[config.mk]
export PLATFORM = sky130hd
export DESIGN_NAME = addr_gen_bwd_aifo_flat
export DESIGN_NICKNAME = d
export VERILOG_FILES = /design/src/rtl/addr_gen_bwd_aifo_pkg.sv /design/src/rtl/addr_gen_bwd_aifo_if.sv /design/src/rtl/addr_gen_bwd_aifo_period_cnt.sv /design/src/rtl/addr_gen_bwd_aifo.sv /design/src/flat_wrapper.sv
export SDC_FILE = /design/constraint.sdc
export NUM_CORES = 1
export LEC_CHECK = 0
export CORE_UTILIZATION = 45
export CTS_CLUSTER_DIAMETER = 60
export DETAILED_ROUTE_END_ITERATION = 8
export PLACE_DENSITY = 0.66
export SLEW_MARGIN = 20
export SYNTH_ARGS = -nofsm -noshare
export SYNTH_HDL_FRONTEND = slang
export SYNTH_SLANG_ARGS = --single-unit
[constraint.sdc]
create_clock -name clk -period 3.3 [get_ports clk]
set_input_delay 0.66 -clock clk [delete_from_list [all_inputs] [get_ports clk]]
set_output_delay 0.66 -clock clk [all_outputs]
set_load 0.005 [all_outputs]
[src/rtl/addr_gen_bwd_aifo_pkg.sv]
// Shared LSTM buffer layout constants and the backward address generator state type.
// The forward writer uses the same constants, so both generators agree on t*NUM_CELL + c.
package addr_gen_bwd_aifo_pkg;

  localparam int LSTM_NUM_CELL   = 8;
  localparam int LSTM_TIMESTEP   = 7;
  localparam int LSTM_ADDR_WIDTH = 12;
  localparam int ACT_BUF_BASE    = 0;
  localparam int BWD_HOLD        = 8;
  localparam int BWD_DELAY       = 2;

  typedef enum logic [1:0] {
    ST_IDLE = 2'd0,
    ST_RUN  = 2'd1,
    ST_DONE = 2'd2
  } bwd_state_e;

  // Counter width for a range of values 0..range-1; a single-value range still needs one bit.
  function automatic int cnt_width(input int range);
    return (range > 1) ? $clog2(range) : 1;
  endfunction

endpackage

[src/rtl/addr_gen_bwd_aifo_if.sv]
// Control/read-port bundle between the BPTT controller, the generator and the activation RAM.
interface addr_gen_bwd_aifo_if
  import addr_gen_bwd_aifo_pkg::*;
#(
  parameter int ADDR_WIDTH = LSTM_ADDR_WIDTH
);
  logic                  start;
  logic                  en;
  logic [ADDR_WIDTH-1:0] o_addr;
  logic                  o_valid;
  logic                  o_first;
  logic                  o_step_last;
  logic                  o_busy;
  logic                  o_done;

  modport master (
    output start, en,
    input  o_addr, o_valid, o_first, o_step_last, o_busy, o_done
  );

  modport slave (
    input  start, en,
    output o_addr, o_valid, o_first, o_step_last, o_busy, o_done
  );
endinterface

[src/rtl/addr_gen_bwd_aifo_period_cnt.sv]
// HOLD+DELAY period counter: valid window, load strobe and end-of-period tick.
module bwd_period_cnt
  import addr_gen_bwd_aifo_pkg::*;
#(
  parameter int HOLD  = BWD_HOLD,
  parameter int DELAY = BWD_DELAY
) (
  input  logic clk,
  input  logic rst,
  input  logic active_i,
  input  logic adv_i,
  output logic valid_o,
  output logic first_o,
  output logic period_end_o
);
  localparam int PERIOD = HOLD + DELAY;
  localparam int CW     = cnt_width(PERIOD);
  localparam logic [CW-1:0] LAST   = CW'(PERIOD - 1);
  localparam logic [CW:0]   HOLD_W = (CW + 1)'(HOLD);

  logic [CW-1:0] cnt_q, cnt_d;

  always_comb begin
    cnt_d = cnt_q;
    if (!active_i) begin
      cnt_d = '0;
    end else if (adv_i) begin
      cnt_d = (cnt_q == LAST) ? '0 : cnt_q + CW'(1);
    end
  end

  always_ff @(posedge clk) begin
    if (!rst) begin
      cnt_q <= '0;
    end else begin
      cnt_q <= cnt_d;
    end
  end

  // Extra bit keeps HOLD == 2**CW representable in the compare.
  assign valid_o      = active_i && ({1'b0, cnt_q} < HOLD_W);
  assign first_o      = active_i && (cnt_q == '0);
  assign period_end_o = active_i && (cnt_q == LAST);

endmodule

[src/rtl/addr_gen_bwd_aifo.sv]
// Timestep-reversed read address generator for the a/i/f/o activation buffer during BPTT.
module addr_gen_bwd_aifo
  import addr_gen_bwd_aifo_pkg::*;
#(
  parameter int ADDR_WIDTH = LSTM_ADDR_WIDTH,
  parameter int NUM_CELL   = LSTM_NUM_CELL,
  parameter int TIMESTEP   = LSTM_TIMESTEP,
  parameter int HOLD       = BWD_HOLD,
  parameter int DELAY      = BWD_DELAY,
  parameter int BASE_ADDR  = ACT_BUF_BASE
) (
  input  logic                 clk,
  input  logic                 rst,
  addr_gen_bwd_aifo_if.slave   bus
);
  localparam int CELL_W = cnt_width(NUM_CELL);
  localparam int STEP_W = cnt_width(TIMESTEP);
  localparam logic [CELL_W-1:0]     CELL_LAST  = CELL_W'(NUM_CELL - 1);
  localparam logic [STEP_W-1:0]     STEP_LAST  = STEP_W'(TIMESTEP - 1);
  localparam logic [ADDR_WIDTH-1:0] ADDR_BASE  = ADDR_WIDTH'(BASE_ADDR);
  localparam logic [ADDR_WIDTH-1:0] ADDR_START = ADDR_WIDTH'(BASE_ADDR + (TIMESTEP - 1) * NUM_CELL);
  localparam logic [ADDR_WIDTH-1:0] ADDR_BACK  = ADDR_WIDTH'(2 * NUM_CELL - 1);

  if ((longint'(BASE_ADDR) + longint'(NUM_CELL) * longint'(TIMESTEP) - 1) >= (longint'(1) << ADDR_WIDTH))
  begin : g_addr_overflow
    $error("addr_gen_bwd_aifo: ADDR_WIDTH too small for BASE_ADDR + NUM_CELL*TIMESTEP - 1");
  end

  bwd_state_e              state_q, state_d;
  logic [ADDR_WIDTH-1:0]   addr_q, addr_d;
  logic [CELL_W-1:0]       cell_q, cell_d;
  logic [STEP_W-1:0]       step_q, step_d;
  logic                    run;
  logic                    period_end;

  assign run = (state_q == ST_RUN);

  bwd_period_cnt #(
    .HOLD  (HOLD),
    .DELAY (DELAY)
  ) u_period (
    .clk          (clk),
    .rst          (rst),
    .active_i     (run),
    .adv_i        (bus.en),
    .valid_o      (bus.o_valid),
    .first_o      (bus.o_first),
    .period_end_o (period_end)
  );

  always_comb begin
    state_d = state_q;
    addr_d  = addr_q;
    cell_d  = cell_q;
    step_d  = step_q;
    unique case (state_q)
      ST_IDLE: begin
        if (bus.start && bus.en) begin
          state_d = ST_RUN;
          addr_d  = ADDR_START;
          cell_d  = '0;
          step_d  = STEP_LAST;
        end
      end
      ST_RUN: begin
        if (bus.en && period_end) begin
          if (cell_q != CELL_LAST) begin
            cell_d = cell_q + CELL_W'(1);
            addr_d = addr_q + ADDR_WIDTH'(1);
          end else if (step_q != '0) begin
            // Last cell of step t back to cell 0 of step t-1.
            cell_d = '0;
            step_d = step_q - STEP_W'(1);
            addr_d = addr_q - ADDR_BACK;
          end else begin
            state_d = ST_DONE;
            addr_d  = ADDR_BASE;
          end
        end
      end
      ST_DONE: state_d = ST_IDLE;
      default: state_d = ST_IDLE;
    endcase
  end

  always_ff @(posedge clk) begin
    if (!rst) begin
      state_q <= ST_IDLE;
      addr_q  <= '0;
      cell_q  <= '0;
      step_q  <= '0;
    end else begin
      state_q <= state_d;
      addr_q  <= addr_d;
      cell_q  <= cell_d;
      step_q  <= step_d;
    end
  end

  assign bus.o_addr      = addr_q;
  assign bus.o_busy      = run;
  assign bus.o_done      = (state_q == ST_DONE);
  assign bus.o_step_last = run && (cell_q == CELL_LAST);

endmodule

[src/flat_wrapper.sv]
// flat-port wrapper written by rule: the top's interface ports become plain ports
module addr_gen_bwd_aifo_flat import addr_gen_bwd_aifo_pkg::*;
#(
  parameter int ADDR_WIDTH = LSTM_ADDR_WIDTH,
  parameter int NUM_CELL   = LSTM_NUM_CELL,
  parameter int TIMESTEP   = LSTM_TIMESTEP,
  parameter int HOLD       = BWD_HOLD,
  parameter int DELAY      = BWD_DELAY,
  parameter int BASE_ADDR  = ACT_BUF_BASE
)
  (clk, rst, bus_start, bus_en, bus_o_addr, bus_o_valid, bus_o_first, bus_o_step_last, bus_o_busy, bus_o_done);
  addr_gen_bwd_aifo_if #(.ADDR_WIDTH(ADDR_WIDTH)) bus_i ();
  input  logic clk;
  input  logic rst;
  input wire logic [$bits(bus_i.start)-1:0] bus_start;
  input wire logic [$bits(bus_i.en)-1:0] bus_en;
  output wire logic [$bits(bus_i.o_addr)-1:0] bus_o_addr;
  output wire logic [$bits(bus_i.o_valid)-1:0] bus_o_valid;
  output wire logic [$bits(bus_i.o_first)-1:0] bus_o_first;
  output wire logic [$bits(bus_i.o_step_last)-1:0] bus_o_step_last;
  output wire logic [$bits(bus_i.o_busy)-1:0] bus_o_busy;
  output wire logic [$bits(bus_i.o_done)-1:0] bus_o_done;
  assign bus_i.start = bus_start;
  assign bus_i.en = bus_en;
  assign bus_o_addr = bus_i.o_addr;
  assign bus_o_valid = bus_i.o_valid;
  assign bus_o_first = bus_i.o_first;
  assign bus_o_step_last = bus_i.o_step_last;
  assign bus_o_busy = bus_i.o_busy;
  assign bus_o_done = bus_i.o_done;
  addr_gen_bwd_aifo #(.ADDR_WIDTH(ADDR_WIDTH), .NUM_CELL(NUM_CELL), .TIMESTEP(TIMESTEP), .HOLD(HOLD), .DELAY(DELAY), .BASE_ADDR(BASE_ADDR)) u_core (.clk(clk), .rst(rst), .bus(bus_i));
endmodule
# ---- Word-level counts from Yosys, hierarchy flattened
# Cells that the tools add are included.
# W data, S select, Z words.
dict set report word_totals {
  latch_bits 0
  ram_bits 0
  regBits 24
  elab_cells 58
  input_bits 4
  memories 0
  mem_bits_ro 0
}
dict set report op_classes {
  eq_ne 11
  n_div 0
  n_shift 0
  magnitude_cmp 1
  n_reduce_logical 15
  mul 0
  addsub 5
  bitwise_logic 0
  mux 21
}
# operator count
set op_table {}
lappend op_table {{$mux W12} 4}
lappend op_table {{$mux W3} 8}
lappend op_table {{$pmux W12 S2} 1}
lappend op_table {{$add A12 B1 Y12 const B} 1}
lappend op_table {{$pmux W3 S2} 2}
lappend op_table {{$sub A12 B4 Y12 const B} 1}
lappend op_table {{$mux W2} 4}
lappend op_table {{$ne A2 B2 Y1 const B} 4}
lappend op_table {{$reduce_and A4 Y1} 2}
lappend op_table {{$logic_and A1 B1 Y1} 6}
lappend op_table {{$ne A3 B3 Y1 const B} 2}
lappend op_table {{$reduce_and A5 Y1} 1}
lappend op_table {{$add A4 B1 Y4 const B} 1}
lappend op_table {{$eq A4 B4 Y1 const B} 1}
lappend op_table {{$logic_not A4 Y1} 1}
lappend op_table {{$lt A4 B4 Y1 const B} 1}
lappend op_table {{$mux W4} 1}
lappend op_table {{$pmux W2 S2} 1}
lappend op_table {{$add A3 B1 Y3 const B} 1}
lappend op_table {{$eq A3 B3 Y1 const B} 1}
lappend op_table {{$reduce_and A3 Y1} 1}
lappend op_table {{$reduce_bool A3 Y1} 1}
lappend op_table {{$sub A3 B1 Y3 const B} 1}
lappend op_table {{$eq A2 B1 Y1 const B} 1}
lappend op_table {{5 further kinds} 5}

# ---- Logic depth before layout (Yosys ltp)
# Gate-level depths: netlist of the first run.
dict set report logic_depth {
  depth_word 5
  mapped_depth 8
}

# ---- Modules after synthesis
# Synthesis of the first run repeated with hierarchy kept, for this count alone.
dict set report unflattened {
  cells_unflattened 177
  area_unflattened_um2 1447.6
}
# mod instances area_per_inst_um2 seq_area_each_um2 cells_each
set by_module_without_submodules {}
lappend by_module_without_submodules {addr_gen_bwd_aifo 1 1231.2 400.4 151}
lappend by_module_without_submodules {bwd_period_cnt 1 216.5 80.1 26}

# ---- Worst setup path before layout of the first run
# No wires, ideal clock.
dict set report synth_timing {
  path_kind {reg-to-output}
  from {register u_core.cell_q[0]}
  to {output bus_o_step_last}
  arrival_ns 1.275
  stages_incl_launch_ff 6
  setup_slack_ns 1.365
  cell_sequence {dfxtp_1 > ha_1 > ha_1 > clkbuf_1 > clkbuf_1 > and2_1}
}
dict set report synth_via {
  elab_chain_cells 2
}
# element line_no
set synth_lines {}
lappend synth_lines {{from (decl)} addr_gen_bwd_aifo.sv:31} ;# logic [CELL_W-1:0] cell_q, cell_d;
lappend synth_lines {{from (signal assigned)} addr_gen_bwd_aifo.sv:95} ;# cell_q <= cell_d;
lappend synth_lines {{$eq A3 B3 Y1} addr_gen_bwd_aifo.sv:103} ;# assign bus.o_step_last = run && (cell_q == CELL_LAST);
lappend synth_lines {{$logic_and A1 B1 Y1} addr_gen_bwd_aifo.sv:103}
lappend synth_lines {{to (decl)} flat_wrapper.sv:20} ;# output wire logic [$bits(bus_i.o_step_last)-1:0] bus_o_step_last;
# Every way passes these cells.

# ---- Final worst setup path of the first run
# Ends and elaborated chain as after synthesis.

==> impl_metrics.py, run 1 <==
metrics = {
    "sta": {
        "setup-violations-final": 0,
        "setup_ws_ns": 0.566,
        "max_freq_mhz": 366,
        "grt_setup_unrepaired": "no",
        "hold_viol": 0,
        "skew_ns": 0.0133,
        "fin_tns_setup_ns": 0,
        "tightest_slew_ns": 0.607,
        "finalCritPeriodShare_pct": 82.9,
        "min_period_ns": 2.73,
        "drv_slew": 0,
        "maxSlewHeadroom_pct": 59.4,
    },
    "power": {
        "share_comb_of_total_power_pct": 13.3,
        "cellLeakagePower_nw": 0.564,
        "clkPwrFrac_pct": 26.4,
        "p_seq_share_pct": 60.3,
        "ir_worst_vdd_v": 0.000199,
        "switching_share_pct": 26.5,
        "power.switching_mw": 0.134,
        "power.internal_mw": 0.371,
        "power_density_nw_per_um2": 309,
    },
    "critical_path": {
        "worstSetupEndpointType": "output pin",
        "crit_chain": "ha_1 -> ha_1 -> and2_1 -> clkdlybuf4s50_1",
        "cp.arrival_ns": 2.07,
        "crit_start": "u_core.cell_q[0]",
        "worstPathRequired_ns": 2.64,
        "cpMostUsedCell": "ha_1",
        "path_max_fanout": 19,
        "critPathTopFamily": "adder cells",
        "slowest_delay_ns": 0.51,
        "crit_cells": 4,
        "rr_worst_depth": 6,
        "reg2reg_from": "u_core.cell_q[0]",
        "crit_buf_inv": 1,
        "worstSetupStartpointType": "flip-flop",
        "worst-setup-path-type": "reg -> out",
        "r2r_slack_ns": 1.09,
        "cpMaxStageDelayCell": "ha_1",
    },
    "drt": {
        "via_count": 1327,
        "routed_wl_mm": 3.25,
        "initialDrtViolationCount": 57,
        "ant_nets": 0,
        "firstDrtPassIters": 4,
        "viasPerCell": 5.98,
        "wire_per_inst_um": 14.6,
        "route.detailed.drc": 0,
    },
    "global_routing": {
        "grt_pass1_vias": 1202,
        "overflow": 0,
        "grt_start_max_net_pins": 20,
        "grt_pass1_wl_mm": 5.37,
        "grt.total_usage_pct": 20.5,
        "antenna_found_initial": 0,
    },
    "run": {
        "drv_cap": 0,
    },
    "layout": {
        "multi_input_comb_area_um2": 878,
        "layout.nets": 202,
        "area_delta_synth_final_pct": 16.4,
        "diodes": 0,
        "nFillCells": 263,
        "regArea_um2": 480,
        "drive_gt1_share_pct": 6.81,
    },
    "clock_network": {
        "htree_levels": 1,
        "clock_sink_count": 24,
        "clk_latency_ns": 0.32,
        "clockBufferDepth": 2,
        "cts_repair_resize_count": 0,
        "cts_hold_buf": 0,
        "post_cts_buffers": 0,
        "path_clk_slew_ns": 0.14,
        "cts-root-buf": "clkbuf_4",
        "cts_buffers": 3,
        "tritoncts": "yes",
    },
    "status": {
        "outcome": "finished, final reports clean",
    },
    "synth": {
        "synth_enable_flop_cells": 0,
        "postSynthAreaPerCell_um2": 8.08,
        "synth_cells": 174,
        "ys_seq_area_share_pct": 34.2,
        "synth_area_um2": 1410,
        "ys_async_sr_fraction_pct": 0,
        "yosysUniqueCellTypes": 46,
        "synth.ff_latch_count": 24,
        "synth_flop_cell": "dfxtp_1",
        "synthesis.nets": 183,
        "synth_warnings": 0,
    },
    "floorplanning": {
        "ios": 21,
        "dieArea_um2": 3350,
        "rows": 19,
        "die_w_um": 57.9,
        "core_area_um2": 2850,
        "initial_core_util_pct": 49.3,
        "die_y_um": 57.9,
    },
    "hold_path": {
        "hp-class": "reg -> reg",
        "whs_path_depth": 2,
        "min-delay-start": "u_core.step_q[1]",
    },
    "placed_design": {
        "dp_hpwl_mm": 2.37,
        "gp_congestion": 0.822,
        "numPortBuffers": 20,
        "pre_cts_slack_ns": 0.691,
    },
}
-- sequential cells by signal (all words and copies together) (netlist names) --
signal	flops
u_core.u_period.cnt_q	4
u_core.cell_q	3
u_core.step_q	3
u_core.bus.o_addr	12
u_core.state_q	2
-- tightest hold or removal path, delay by kind of cell, from the launching register on --
| family | cells | cell delay [ns] |
|---|---|---|
| DFF | 1 | 0.34 |
| AOI/OAI and AO/OA | 1 | 0.05 |
| and+or+nand+nor | 1 | 0.10 |
-- placed cells by master, fill, tap and decap left out, types with 2 or more instances in the layout --
| cell | count |
|---|---|
| nand4_1 | 4 |
| nor2_1 | 27 |
| nor3b_1 | 3 |
| o21bai_1 | 2 |
| and2b_2 | 2 |
| dfxtp_1 | 24 |
| inv_1 | 4 |
| ha_1 | 5 |
| a31oi_1 | 3 |
| xnor2_1 | 4 |
| a211oi_1 | 2 |
| nand3_1 | 7 |
| mux2i_1 | 2 |
| and4bb_2 | 2 |
| nand2b_1 | 2 |
| o21ai_0 | 7 |
| a21oi_1 | 8 |
| nor2b_1 | 4 |
| clkbuf_4 | 3 |
| nor3_1 | 8 |
| nand2_1 | 14 |
| a22oi_1 | 2 |
| and2_1 | 2 |
| o21a_1 | 2 |
| nor4_1 | 2 |
| clkdlybuf4s50_1 | 20 |
| xor2_1 | 6 |
| a311oi_1 | 2 |
| a32oi_1 | 2 |
-- routing by layer --
metal | vias up | GRT usage [%] | wire length, um
met3 | 5 | 3.35 | 142
met1 | 631 | 26.5 | 1510
met4 | 0 | 8.50 | 41
li1 | 666 | - | -
met2 | 25 | 33.8 | 1550
met5 | - | 0 | 0
-- power groups by stage --
stage | logic, mW | clock network (mW) | registers, mW
after detailed placement | 0.0668 | 0 | 0.311
after floorplan | 0.0447 | 0 | 0.308
after global placement | 0.0655 | 0 | 0.311
after CTS | 0.0671 | 0.134 | 0.305
after global routing | 0.0737 | 0.146 | 0.306
final | 0.0674 | 0.133 | 0.305
-- synthesized netlist by cell type (all sizes together), types with 3 or more instances --
cell | count | area share [%]
nor3b | 3 | 1.6
ha | 5 | 4.5
o21ai | 8 | 2.8
dfxtp | 24 | 34
nand4 | 4 | 1.8
nor2 | 27 | 7.2
inv | 4 | 1.1
a31oi | 3 | 1.3
xor2 | 6 | 3.7
xnor2 | 4 | 2.5
clkbuf | 4 | 1.1
nand2 | 14 | 3.7
nor3 | 8 | 2.8
a21oi | 8 | 2.8
nand3 | 7 | 2.5
nor2b | 4 | 1.8
-- per-stage QoR --
stage               std cells  cell area, um2  power [mW]  utilization (%)  hold slack [ns]
floorplan                 174            1410       0.353                -            0.476
global placement          219            1610       0.377             56.5            0.492
detailed placement        219            1610       0.378             56.5            0.500
CTS                       222            1640       0.505             57.3            0.516
global route              222            1640       0.526             57.3            0.527
finish                    222            1640       0.506             57.3            0.516
-- logic make-up (layout without fill, tap and decap cells) --
kind of cell / count (synthesis) / in the layout / synth area share [%]
simple gates: 84 / 84 / 31.4
compound gates: 39 / 39 / 19.0
flops: 24 / 24 / 34.2
xor+xnor: 10 / 10 / 6.23
buf+inv: 10 / 27 / 3.29
fa+ha+maj: 5 / 5 / 4.45
mux: 2 / 2 / 1.42
-- area by class of cell --
type | count | area share (%)
Tap cell | 31 | 2.37
Timing Repair Buffer | 20 | 12.2
Clock buffer | 3 | 1.38
Sequential cell | 24 | 29.4
Inverter | 4 | 0.918
Multi-Input combinational cell | 140 | 53.7
-- worst paths after layout --
path | end
setup reg to reg | u_core.step_q[2]
setup / recovery | bus_o_step_last
hold / removal | u_core.step_q[1]
hold reg to reg | u_core.step_q[1]
Note: power is estimated with default switching activity, not from simulation.
==> run 2, diff against run 1 <==
--- a/config.mk
+++ b/config.mk
@@ -8,7 +8,7 @@
 export CORE_UTILIZATION = 45
 export CTS_CLUSTER_DIAMETER = 60
 export DETAILED_ROUTE_END_ITERATION = 8
-export PLACE_DENSITY = 0.66
+export PLACE_DENSITY = 0.69
 export SLEW_MARGIN = 20
 export SYNTH_ARGS = -nofsm -noshare
 export SYNTH_HDL_FRONTEND = slang
==> constraint.sdc (replaced) <==
create_clock -name clk -period 2.5 [get_ports clk]
set_input_delay 0.5 -clock clk [delete_from_list [all_inputs] [get_ports clk]]
set_output_delay 0.5 -clock clk [all_outputs]
set_load 0.005 [all_outputs]
==> run 2 against run 1 <==
The flow now finishes with violations (DRC). Die area unchanged. Register-to-register slack lost 0.58 ns. Via count is 2.5% higher. Sequential power up 32%. Setup slack lost 0.43 ns. First-iteration DRC count up 30%. Count of clock-buffer cells in the layout grew 1. Critical endpoint unchanged. Highest routed layer unchanged. Combinational power up 34%.
==> impl_metrics.py, run 2 (synthesis gave the netlist of run 1 again) <==
metrics = {
    "status": {
        "outcome": "complete, but fails checks",
        "violations": "DRC",
    },
    "floorplanning": {
        "initial_core_util_pct": 49.3,
        "ios": 21,
        "core_area_um2": 2850,
        "rows": 19,
        "dieArea_um2": 3350,
        "die_w_um": 57.9,
        "die_y_um": 57.9,
    },
    "drt": {
        "routed_wl_mm": 3.39,
        "route.detailed.drc": 3,
        "via_count": 1360,
        "wire_per_inst_um": 15.0,
        "firstDrtPassIters": 6,
        "ant_nets": 0,
        "initialDrtViolationCount": 74,
        "viasPerCell": 6.02,
    },
    "critical_path": {
        "slowest_delay_ns": 0.50,
        "cp.arrival_ns": 1.87,
        "worstPathRequired_ns": 2.00,
        "cpMostUsedCell": "ha_1",
        "critPathTopFamily": "buffers and inverters",
        "r2r_slack_ns": 0.51,
        "crit_chain": "ha_1 -> ha_1 -> and2_1 -> clkdlybuf4s50_1",
        "worstSetupEndpointType": "output pin",
        "worst-setup-path-type": "reg -> out",
        "cpMaxStageDelayCell": "clkdlybuf4s50_1",
        "path_max_fanout": 7,
        "worstSetupStartpointType": "flip-flop",
        "crit_buf_inv": 1,
    },
    "sta": {
        "skew_ns": 0.0101,
        "tightest_slew_ns": 0.407,
        "grt_setup_unrepaired": "no",
        "setup-violations-final": 0,
        "min_period_ns": 2.37,
        "hold_viol": 0,
        "max_freq_mhz": 423,
        "finalCritPeriodShare_pct": 94.6,
        "drv_slew": 0,
        "timing.hold.ws_ns": 0.511,
        "maxSlewHeadroom_pct": 72.6,
        "fin_tns_setup_ns": 0,
    },
    "clock_network": {
        "cts-root-buf": "clkbuf_4",
        "htree_levels": 1,
        "tritoncts": "yes",
        "path_clk_slew_ns": 0.12,
        "clk_latency_ns": 0.33,
        "cts_hold_buf": 0,
        "clockBufferDepth": 2,
        "post_cts_buffers": 0,
        "cts_repair_resize_count": 0,
        "cts_buffers": 3,
        "clock_sink_count": 24,
    },
    "placed_design": {
        "numPortBuffers": 20,
        "dp_hpwl_mm": 2.50,
        "dpl-instance-area_um2": 1640,
        "gp_congestion": 0.905,
    },
    "layout": {
        "largest_reg_flops": 12,
        "diodes": 0,
        "multi_input_comb_area_um2": 878,
        "design_area_um2": 1670,
        "regArea_um2": 480,
        "area_delta_synth_final_pct": 19.0,
        "nFillCells": 276,
        "most-common-layout-cells": "nor2_1, dfxtp_1, clkdlybuf4s50_1",
        "layout.nets": 205,
        "fin_util_pct": 58.6,
        "final_common_cell": "nor2_1",
        "drive_gt1_share_pct": 8.72,
    },
    "power": {
        "ir_worst_vdd_v": 0.000335,
        "power_density_nw_per_um2": 421,
        "cellLeakagePower_nw": 0.585,
    },
    "global_routing": {
        "antenna_found_initial": 0,
        "grt_pass1_wl_mm": 6.04,
        "grt_pass1_vias": 1305,
        "overflow": 0,
        "grt.total_usage_pct": 23.5,
        "grt_start_max_net_pins": 14,
    },
    "run": {
        "drv_cap": 0,
    },
    "hold_path": {
        "hp-class": "reg -> reg",
    },
}
run 2: cell types whose count changed in the layout (fill, tap and decap cells not counted):
cell,delta
clkbuf_8,+1
buf_4,+3
run 2: per-layer routing:
layer | GRT usage [%] | part of all wire (%) | wire, um | vias up
met2 | 37.8 | 46 | 1570 | 43
met5 | 0 | 0 | 0 | -
met1 | 30.1 | 46 | 1550 | 634
li1 | - | - | - | 677
met4 | 9.86 | 1.5 | 52 | 0
met3 | 5.58 | 6.3 | 213 | 6
run 2: final cells by class:
| type | count | area share (%) |
|---|---|---|
| Tap cell | 31 | 2.32 |
| Clock buffer | 4 | 2.17 |
| Timing Repair Buffer | 23 | 13.3 |
| Sequential cell | 24 | 28.7 |
| Inverter | 4 | 0.898 |
| Multi-Input combinational cell | 140 | 52.5 |
run 2: final timing paths:
path	cells after the start	to	startpoint
setup / recovery	4	bus_o_step_last	u_core.cell_q[0]
hold / removal	2	u_core.step_q[1]	u_core.step_q[1]
setup reg to reg	6	u_core.bus.o_addr[11]	u_core.cell_q[0]
hold reg to reg	2	u_core.step_q[1]	u_core.step_q[1]
run 2: power breakdown:
group,internal (mW),switching (mW),total (mW)
Combinational,0.0438,0.0464,0.0902
Sequential,0.391,0.0115,0.403
Clock,0.0892,0.121,0.211
Total,0.524,0.179,0.703
run 2: through the flow:
| stage | power, mW | setup WS, ns | std cells |
|---|---|---|---|
| floorplan | 0.466 | 0.594 | 174 |
| global placement | 0.497 | 0.261 | 222 |
| detailed placement | 0.501 | 0.197 | 222 |
| CTS | 0.712 | 0.130 | 226 |
| global route | 0.747 | 0.0409 | 226 |
| finish | 0.703 | 0.134 | 226 |
run 2: tightest hold or removal path, delay by kind of cell (launching register included):
kind | cells | cell delay (ns)
AOI/OAI and AO/OA | 1 | 0.05
DFF | 1 | 0.34
and+or+nand+nor | 1 | 0.09
